### src/rtl/rom_fetch_unit.sv
// ROM instruction fetch unit: drives the external program ROM with a
// programmable number of wait states, buffers fetched words in a 2-entry
// prefetch queue and hands them to the core over a valid/ready handshake.
// A redirect flushes the queue, aborts any in-flight access and restarts
// fetching at the new address.
module rom_fetch_unit #(
  parameter int unsigned       ADDR_W      = 16,
  parameter int unsigned       DATA_W      = 16,
  parameter int unsigned       WAIT_STATES = 2,
  parameter logic [ADDR_W-1:0] RESET_PC    = '0
) (
  input  logic              clk,
  input  logic              rst,
  input  logic              redirect,
  input  logic [ADDR_W-1:0] redirect_addr,
  input  logic              instr_ready,
  output logic              instr_valid,
  output logic [DATA_W-1:0] instr,
  output logic [ADDR_W-1:0] instr_pc,
  output logic [ADDR_W-1:0] rom_addr,
  input  logic [DATA_W-1:0] rom_data,
  output logic              ROM_CE,
  output logic              ROM_OE
);

  localparam logic [2:0] WaitInit = 3'(WAIT_STATES);

  typedef enum logic [0:0] {StIdle, StAccess} state_e;

  state_e            r_state;
  logic [2:0]        r_wait_cnt;
  logic [ADDR_W-1:0] r_fetch_pc;
  logic [ADDR_W-1:0] r_rom_addr;
  logic              r_rom_ce_n;
  logic              r_rom_oe_n;

  // Prefetch queue: two slots, read/write pointers and occupancy.
  logic [DATA_W-1:0] r_q_data [2];
  logic [ADDR_W-1:0] r_q_pc   [2];
  logic              r_rd_ptr;
  logic              r_wr_ptr;
  logic [1:0]        r_count;

  logic              w_push;
  logic              w_pop;
  logic [1:0]        w_count_next;
  logic              w_space;
  logic [ADDR_W-1:0] w_fetch_pc_inc;

  // Handshake and queue bookkeeping for the current cycle.
  always_comb begin
    // A redirect cycle never presents data, so no pop can happen in it.
    instr_valid    = (r_count != 2'd0) && !redirect;
    w_pop          = instr_valid && instr_ready;
    w_push         = (r_state == StAccess) && (r_wait_cnt == 3'd0);
    w_count_next   = r_count + 2'(w_push) - 2'(w_pop);
    w_space        = (w_count_next != 2'd2);
    w_fetch_pc_inc = r_fetch_pc + 1'b1;
  end

  assign instr    = r_q_data[r_rd_ptr];
  assign instr_pc = r_q_pc[r_rd_ptr];
  assign rom_addr = r_rom_addr;
  assign ROM_CE   = r_rom_ce_n;
  assign ROM_OE   = r_rom_oe_n;

  // Fetch FSM, ROM strobes and prefetch queue; reset beats redirect beats normal flow.
  always_ff @(posedge clk) begin
    if (rst) begin
      r_state     <= StIdle;
      r_wait_cnt  <= 3'd0;
      r_fetch_pc  <= RESET_PC;
      r_rom_addr  <= '0;
      r_rom_ce_n  <= 1'b1;
      r_rom_oe_n  <= 1'b1;
      r_rd_ptr    <= 1'b0;
      r_wr_ptr    <= 1'b0;
      r_count     <= 2'd0;
      r_q_data[0] <= '0;
      r_q_data[1] <= '0;
      r_q_pc[0]   <= '0;
      r_q_pc[1]   <= '0;
    end else if (redirect) begin
      // Flush and restart immediately at the new address; in-flight data is dropped.
      r_rd_ptr   <= 1'b0;
      r_wr_ptr   <= 1'b0;
      r_count    <= 2'd0;
      r_fetch_pc <= redirect_addr;
      r_rom_addr <= redirect_addr;
      r_wait_cnt <= WaitInit;
      r_state    <= StAccess;
      r_rom_ce_n <= 1'b0;
      r_rom_oe_n <= 1'b0;
    end else begin
      if (w_push) begin
        r_q_data[r_wr_ptr] <= rom_data;
        r_q_pc[r_wr_ptr]   <= r_rom_addr;
        r_wr_ptr           <= ~r_wr_ptr;
      end
      if (w_pop) begin
        r_rd_ptr <= ~r_rd_ptr;
      end
      r_count <= w_count_next;

      unique case (r_state)
        StIdle: begin
          if (w_space) begin
            r_state    <= StAccess;
            r_rom_addr <= r_fetch_pc;
            r_wait_cnt <= WaitInit;
            r_rom_ce_n <= 1'b0;
            r_rom_oe_n <= 1'b0;
          end
        end
        StAccess: begin
          if (r_wait_cnt != 3'd0) begin
            r_wait_cnt <= r_wait_cnt - 3'd1;
          end else begin
            r_fetch_pc <= w_fetch_pc_inc;
            if (w_space) begin
              // Back-to-back access: strobes stay asserted, address advances.
              r_rom_addr <= w_fetch_pc_inc;
              r_wait_cnt <= WaitInit;
            end else begin
              r_state    <= StIdle;
              r_rom_ce_n <= 1'b1;
              r_rom_oe_n <= 1'b1;
            end
          end
        end
        default: begin
          r_state <= StIdle;
        end
      endcase
    end
  end

endmodule

### config.mk
export PLATFORM = sky130hd
export DESIGN_NAME = rom_fetch_unit
export DESIGN_NICKNAME = d
export VERILOG_FILES = /design/src/rtl/rom_fetch_unit.sv
export SDC_FILE = /design/constraint.sdc
export NUM_CORES = 1
export LEC_CHECK = 0
export ABC_AREA = 1
export BUFFER_PORTS_ARGS = -buffer_cell sky130_fd_sc_hd__buf_2
export CAP_MARGIN = 25
export CORE_UTILIZATION = 45
export DETAILED_ROUTE_END_ITERATION = 8
export PLACE_DENSITY = 0.71
export SLEW_MARGIN = 20
export SYNTH_ARGS = -nofsm -noshare
export SYNTH_HDL_FRONTEND = slang
export SYNTH_SLANG_ARGS = --single-unit
### constraint.sdc
create_clock -name clk -period 4.6 [get_ports clk]
set_input_delay 0.23 -clock clk [delete_from_list [all_inputs] [get_ports clk]]
set_output_delay 0.23 -clock clk [all_outputs]
set_load 0.02 [all_outputs]
# Word level (Yosys, flattened, before mapping)
# Memories as Yosys holds them, arrays and structs flattened. A register that Yosys moved wholly into a read port is not among the register bits.
# Index checks and enable logic that the tools add are counted.
[totals] ff_bits=41 mem_bits_rw=64 inputBits=36 out_inout_bits=51 word_cells=75 mem_count=2
[classes] add_sub_neg=4 eq_ne=6 n_mux=37 bitwise_logic=3 reduce_logical=14
[mem_list] memory="r_q_data" depth=2 width=16 read_ports=1 rd_ports_with_merged_regs=1 wr=2 line_no="38" source="logic [DATA_W-1:0] r_q_data [2];"
[mem_list] memory="r_q_pc" depth=2 width=16 read_ports=1 rd_ports_with_merged_regs=1 wr=2 line_no="39" source="logic [ADDR_W-1:0] r_q_pc [2];"
[ops] operator="16-bit two-way mux" n=9
[ops] operator="16-bit case mux with 2 select lines" n=1
[ops] operator="16-bit OR reduction" n=2
[ops] operator="1-bit two-way mux" n=21
[ops] operator="16-bit by 1-bit adder with 16-bit output, second input constant" n=1
[ops] operator="3-bit != test, second input constant" n=3
[ops] operator="3-bit two-way mux" n=2
[ops] operator="3-bit case mux with 2 select lines" n=1
[ops] operator="3-bit AND reduction" n=2
[ops] operator="2-bit != test, second input constant" n=2
[ops] operator="1-bit case mux with 2 select lines" n=2
[ops] operator="2-bit nonzero test" n=2
[ops] operator="1-bit logical AND" n=3
[ops] operator="3-bit logical NOT" n=1
[ops] operator="3-bit by 2-bit != test with 1-bit output, second input constant" n=1
[ops] operator="1-bit NOT" n=3
[ops] operator="3-bit nonzero test" n=1
[ops] operator="3-bit by 1-bit subtractor with 3-bit output, second input constant" n=1
[ops] operator="2-bit by 1-bit adder with 2-bit output" n=1
[ops] operator="2-bit two-way mux" n=1
[ops] operator="2-bit AND reduction" n=1
[ops] operator="2-bit OR reduction" n=1
[ops] operator="2-bit by 1-bit subtractor with 2-bit output" n=1
[ops] operator="1-bit logical NOT" n=1

# Longest topological paths before layout
# Gate-level depths: netlist of run 1.
[logic_depth] word_depth=9 mapped_depth=16 ltp_nobuf=15

# Worst setup path before layout of run 1
# OpenSTA, ideal clock, no wires.
[synth_timing] path_type="register to register" startpoint="register r_wait_cnt[0]" endpoint="memory r_q_data[1][0] (enable)" setup_ns=0.389 arrival_time_ns=1.935 required_ns=4.211 setup_slack_ns=2.275 path_stages_with_launch=10 path_buffers=1 synth_period_minus_slack_ns=2.325 path_cell_list="dfxtp_1 > inv_1 > ha_1 > inv_1 > nor2_2 > nand2_2 > inv_2 > nand3_1 > buf_2 > nand2_1"
[synth_rtl] item="start, declared" line_no="31" source="logic [2:0] r_wait_cnt;"
[synth_rtl] item="start signal, assigned" line_no="90" source="r_wait_cnt <= WaitInit;"
[synth_rtl] item="start signal, assigned" line_no="110" source="r_wait_cnt <= WaitInit;"
[synth_rtl] item="start signal, assigned" line_no="117" source="r_wait_cnt <= r_wait_cnt - 3'd1;"
[synth_rtl] item="end, declared" line_no="38"

# Final worst setup path of run 1
[layout_timing] startpoint="register r_state" endpoint="register r_rom_addr[0] (netlist: rom_addr[0])"
[layout_via] elab_chain_cells=6 elab_cells_between_ends=11 cone_classes="add/sub: 2; eq/ne: 4; mux: 2; bitwise: 1; reduce/logical: 2"
[layout_lines] item="start, declared" line_no="30" source="state_e r_state;"
[layout_lines] item="start signal, assigned" line_no="70" source="r_state <= StIdle;"
[layout_lines] item="start signal, assigned" line_no="91" source="r_state <= StAccess;"
[layout_lines] item="start signal, assigned" line_no="108" source="r_state <= StAccess;"
[layout_lines] item="1-bit logical AND *" line_no="55" source="w_push = (r_state == StAccess) && (r_wait_cnt == 3'd0);"
[layout_lines] item="2-bit by 1-bit adder with 2-bit output *" line_no="56" source="w_count_next = r_count + 2'(w_push) - 2'(w_pop);"
[layout_lines] item="2-bit by 1-bit subtractor with 2-bit output *" line_no="56"
[layout_lines] item="via w_count_next[0]" line_no="46" source="logic [1:0] w_count_next;"
[layout_lines] item="2-bit != test *" line_no="57" source="w_space = (w_count_next != 2'd2);"
[layout_lines] item="3-bit != test (no line) / 3-bit by 2-bit != test with 1-bit output (equally long branches)"
[layout_lines] item="3-bit AND reduction (no line) *"
[layout_lines] item="end signal, assigned" line_no="89" source="r_rom_addr <= redirect_addr;"
[layout_lines] item="end signal, assigned" line_no="109" source="r_rom_addr <= r_fetch_pc;"
[layout_lines] item="end signal, assigned" line_no="122" source="r_rom_addr <= w_fetch_pc_inc;"
[layout_lines] item="end, declared" line_no="33" source="logic [ADDR_W-1:0] r_rom_addr;"
# Mark *: on every way through the listed nets, which the timed path passes. The rest lies on a longest branch.
# A chain may end at the register's enable or synchronous reset.

==> results of run 1 <==
-- per-layer routing --
| layer | share of wire | routed length, um |
|---|---|---|
| met5 | 0 | 0 |
| met4 | 0.017 | 208 |
| met3 | 0.069 | 822 |
| met2 | 0.47 | 5580 |
| met1 | 0.45 | 5350 |
-- power breakdown --
group	leakage, nW	switching [mW]	internal (mW)
clock network	0.141	0.365	0.380
registers	1.01	0.0358	1.06
logic	1.52	0.189	0.0922
total	2.68	0.590	1.53
-- synthesized netlist by cell type (all sizes together) --
| library cell | n |
|---|---|
| nand2 | 123 |
| nor2 | 117 |
| inv | 76 |
| edfxtp | 64 |
| dfxtp | 42 |
| a21oi | 32 |
| mux2 | 32 |
| nand3 | 32 |
| o21ai | 21 |
| buf | 18 |
| a31oi | 7 |
| clkbuf | 7 |
| ha | 5 |
| nand4 | 5 |
| o211ai | 3 |
| or2 | 3 |
| xor2 | 3 |
| o2111ai | 2 |
| a211oi | 1 |
| a21boi | 1 |
| o21a | 1 |
| o31ai | 1 |
| xnor2 | 1 |
-- state kept, by name (all words and copies together) (netlist names), named ones only --
register and flops:
r_rd_ptr 1, r_wait_cnt 3, r_count 2, ROM_OE 1, r_q_data 32, r_state 1, r_fetch_pc 16, r_wr_ptr 1
r_q_pc 32, rom_addr 16
-- worst paths after layout --
check | cells past startpoint | start | slack [ps] | to
setup / recovery | 10 | r_state | 1860 | rom_addr[0]
hold reg to reg | 2 | ROM_OE | 480 | ROM_OE
hold / removal | 3 | redirect_addr[8] | 180 | r_fetch_pc[8]
setup reg to reg | 10 | r_state | 1860 | rom_addr[0]
-- kinds of logic after synthesis --
logic type,after synthesis
flip-flops,106
buffers and inverters,101
adder cells (fa/ha/maj),5
XOR/XNOR,4
multiplexers,32
AND/OR/NAND/NOR,280
AO/OA/AOI/OAI,69
-- per-stage QoR --
step	hold slack (ps)	worst slack [ps]
CTS	174	1890
global route	189	1660
finish	176	1860
floorplan	308	2280
detailed placement	479	1820
global placement	474	2080
-- worst max-delay path, stage by stage, from the launching register on --
cell and delay [ps]:
dfxtp_1 750, nand2_2 220, ha_1 340, inv_1 50
ha_1 280, inv_1 110, nand4_2 170, nand2_2 340
inv_1 160, nor2_1 140, nor2_1 70
-- final cells by class --
cell class / count / area [um^2] / share of cell area
repair buffers: 91 / 468 / 0.0785
inverters: 76 / 285 / 0.0478
well taps: 140 / 175 / 0.0294
clock inverters: 6 / 57.6 / 0.00965
flip-flops and latches: 106 / 2760 / 0.463
multi-input cells: 390 / 1990 / 0.333
clock buffers: 10 / 229 / 0.0384
==> results_dict.tcl, run 1 <==
set metrics [dict create \
    dieWidth_um 109 \
    tns_ps 0 \
    yosysUniqueCellTypes 35 \
    die_height_um 109 \
    synthToLayoutAreaGrowth_pct 15.5 \
    synthCells 597 \
    cts_root_buffer "clkbuf_16" \
    avgViaCountPerCell 5.15 \
    first_pass_iters 5 \
    grt-ovfl-total 0 \
    coreArea_um2 11000 \
    diodes 0 \
    status "finished, final reports clean" \
    synthXorXnorAreaFrac 0.00678 \
    cts_resized 0 \
    report.final.hold_viol_count 0 \
    ys_seq_area_frac 0.535 \
    routed-via-count 4221 \
    synthMuxAreaShare 0.0698 \
    fin_util 0.541 \
    drt_iter0_drc 327 \
    initial_core_util 0.468 \
    synthSimpleGateAreaFrac 0.223 \
    relSlewSlack 0.523 \
    cts_sinks 106 \
    final_common_cell "nand2_1" \
    final_area_um2 5960 \
    rows 38 \
    syn_nets 638 \
    dp_cells 803 \
    syn_area_per_cell_um2 8.65 \
    hpwlAfterDp_um 8230 \
    maxCapViolCount 0 \
    fmax_mhz 365 \
    clock_latency_ps 340 \
    critPathArrivalTime_ps 2970 \
    grt_pass1_wl_um 19100 \
    met1_usage 0.280 \
    max_slew.worst_pin.slew_ps 715 \
    report.final.slew_viol_count 0 \
    synth.area.top_cells "edfxtp_1 (37%), dfxtp_1 (16%), nand2_1 (8.7%)" \
    min_period_over_period 0.595 \
    wl_per_cell_um 14.6 \
    grt_max_degree 35 \
    grt_usage 0.209 \
    antenna_found_initial 0 \
    synth_compound_area_frac 0.0734 \
    postCtsSetupBuffers 0 \
    htreeDepth 3 \
    busiest_layer "met2" \
    use_met2 0.343 \
    io_buffers 86 \
    synth_area_um2 5160 \
    worstSetupPathType "flip-flop to flip-flop" \
    end_kind "flip-flop" \
    yosys.area.top_type "edfxtp_1" \
    cts-hold-fix-buffers 0 \
    drc_errors 0 \
    cts.clk_slew.worst_paths_ps 70 \
    finClkSkew_ps 8.57 \
    hp-class "primary input to flip-flop" \
    rsz0062_at_grt "false" \
    clockBufferDepth 2 \
    ys_ff_latch 106 \
    crit_required_ps 4840 \
    gp_congestion 0.884 \
    placed_area_um2 5680 \
    synth_top_area_share 0.372 \
    finalSetupViolCount 0 \
    drive_gt1_frac 0.218 \
    drt.antenna.violating_nets 0 \
    cts_tree "yes" \
    synthAdderAreaFrac 0.0121 \
    stdcell_count 819 \
    grt_pass1_vias 4044 \
    powerDensity_nw_per_um2 356 \
    leakagePower_nw 2.68 \
    critPathLaunchType "flip-flop" \
    dieArea_um2 11900 \
    fin_crit_ps 2740 \
    vdd_drop_max_v 0.000179 \
    pin_count 87 \
    synth_top_family_by_area "simple AND/OR/NAND/NOR gates" \
    final_cell_mix "nand2_1 (120), nor2_1 (113), buf_2 (86)" \
    routed_wl_um 12000 \
    ys.warnings.count 0 \
    cts_made_buffers 9 \
    critPathMaxFanout 22 \
    power_mw 2.12 \
    use_met3 0.0371 \
    fillerInstances 1020 \
    nets 715 \
]
Note: power is estimated with default switching activity, not from simulation.
==> run 2, diff against run 1 <==
PLACE_DENSITY = 0.74   (was 0.71)
clock period = 2.44 ns   (was 4.6 ns; I/O delays follow)
==> results_dict.tcl, run 2 (synthesis results as in run 1) <==
set metrics [dict create \
    status "finished, final reports clean" \
    nets 720 \
    tns_ps 0 \
    drt.antenna.violating_nets 0 \
    gp_congestion 0.858 \
    critPathArrivalTime_ps 2510 \
    dieWidth_um 109 \
    finClkSkew_ps 10.4 \
    grt-ovfl-total 0 \
    initial_core_util 0.468 \
    clockBufferDepth 2 \
    cts_tree "yes" \
    antenna_found_initial 0 \
    rows 38 \
    wl_per_cell_um 14.6 \
    dp_cells 808 \
    final_common_cell "nand2_1" \
    max_slew.worst_pin.slew_ps 448 \
    pin_count 87 \
    diodes 0 \
    top_regs "r_q_data (32), r_q_pc (32)" \
    die_height_um 109 \
    report.final.slew_viol_count 0 \
    report.final.hold_viol_count 0 \
    stdcell_count 823 \
    critical-path-max-stage-delay_ps 300 \
    hold_path_end "r_fetch_pc[6]" \
    leakagePower_nw 2.71 \
    grt_pass1_vias 4008 \
    coreArea_um2 11000 \
    worstSetupPathType "flip-flop to flip-flop" \
    final_area_um2 6070 \
    fillerInstances 988 \
    cts_sinks 106 \
    placed_area_um2 5750 \
    drt_iter0_drc 294 \
    first_pass_iters 5 \
    reg2reg_to "rom_addr[15]" \
    avgViaCountPerCell 5.12 \
    final_cell_mix "nand2_1 (119), nor2_1 (113), buf_2 (86)" \
    cts_root_buffer "clkbuf_16" \
    vdd_drop_max_v 0.000324 \
    grt_max_degree 34 \
    powerDensity_nw_per_um2 669 \
    routed-via-count 4210 \
    finalSetupViolCount 0 \
    slowest_stage "dfxtp_1" \
    min_period_over_period 0.923 \
    cts_made_buffers 9 \
    crit_top_cell "inv_1" \
    fin_util 0.550 \
    fin_crit_ps 2250 \
    htreeDepth 3 \
    critPathMaxFanout 17 \
    power_mw 4.06 \
    grt_usage 0.213 \
    synthToLayoutAreaGrowth_pct 17.6 \
    hp-class "primary input to flip-flop" \
    reg2reg_from "r_wait_cnt[0]" \
    min_from "redirect_addr[6]" \
    cp_cell_sequence "inv_1 > ha_1 > inv_1 > nor2_4 > nand2_2 > ha_1 > inv_1 > ha_1 > inv_1 > nand2_1 > nand4_4 > nand2_4 > buf_12 > nor2_1 > a21oi_1" \
    reg2reg_depth 15 \
    holdWs_ps 71.1 \
    maxCapViolCount 0 \
    pre_cts_ws_ps 136 \
    clock_latency_ps 340 \
    postLayoutSetupSlackWorst_ps 188 \
    holdPathStages 3 \
    dieArea_um2 11900 \
    io_buffers 86 \
    rsz0062_at_grt "true" \
    routed_wl_um 12000 \
    drive_gt1_frac 0.225 \
    end_kind "flip-flop" \
    hpwlAfterDp_um 8240 \
    fmax_mhz 444 \
    cts.clk_slew.worst_paths_ps 70 \
    critPathLaunchType "flip-flop" \
    relSlewSlack 0.701 \
    grt_pass1_wl_um 19400 \
    reg2reg_slack_ps 190 \
    drc_errors 0 \
    crit_required_ps 2700 \
    postCtsSetupBuffers 0 \
]
## run 2: cell count changes in the layout (fill, tap and decap cells not counted), sizes merged
| cell | before | now |
|---|---|---|
| buf | 91 | 96 |
| clkinv | 3 | 0 |
| clkinvlp | 0 | 2 |
| bufinv | 0 | 1 |
| inv | 79 | 78 |
## run 2: worst max-delay path, delay by kind of cell, from the launching register on
| family | cells | cell delay, ps |
|---|---|---|
| and+or+nand+nor | 6 | 650 |
| adders and majority gates | 3 | 620 |
| buffers and inverters | 5 | 430 |
| DFF | 1 | 300 |
| AOI/OAI and AO/OA | 1 | 180 |
## run 2: final cells by class
type                    instances  area [um^2]  area share
inverters                      76          285      0.0470
flip-flops and latches        106         2760       0.455
repair buffers                 96          543      0.0894
clock buffers                  10          229      0.0377
multi-input cells             390         2010       0.332
clock inverters                 5         62.6      0.0103
well taps                     140          175      0.0289
## run 2: report_power, final
group	switching, mW	internal, mW
Sequential	0.0623	2.00
Clock	0.648	0.798
Combinational	0.366	0.190
## run 2: worst max path at each step
stage	endpoint	cells after the start	startpoint	slack, ps
6_report	rom_addr[15]	15	r_wait_cnt[0]	190
5_1_grt	rom_addr[15]	15	r_wait_cnt[0]	-7
4_1_cts	rom_addr[15]	14	r_wait_cnt[0]	110
3_5_place_dp	rom_addr[9]	15	r_wait_cnt[0]	140
3_3_place_gp	rom_addr[8]	15	r_wait_cnt[0]	250
2_1_floorplan	r_q_data[1][0]	9	r_wait_cnt[0]	120
## run 2: what timing repair did
action | in CTS | in global routing
setup endpoints to repair | 0 | 15
gates resized for setup | 0 | 5
hold buffers | 0 | 0
## run 2: metal layers
metal	track usage	vias to the layer above	routed length (um)
met3	0.0293	13	761
met2	0.340	147	5570
met5	0	-	0
met1	0.294	1947	5490
met4	0.0782	0	154
li1	-	2103	-
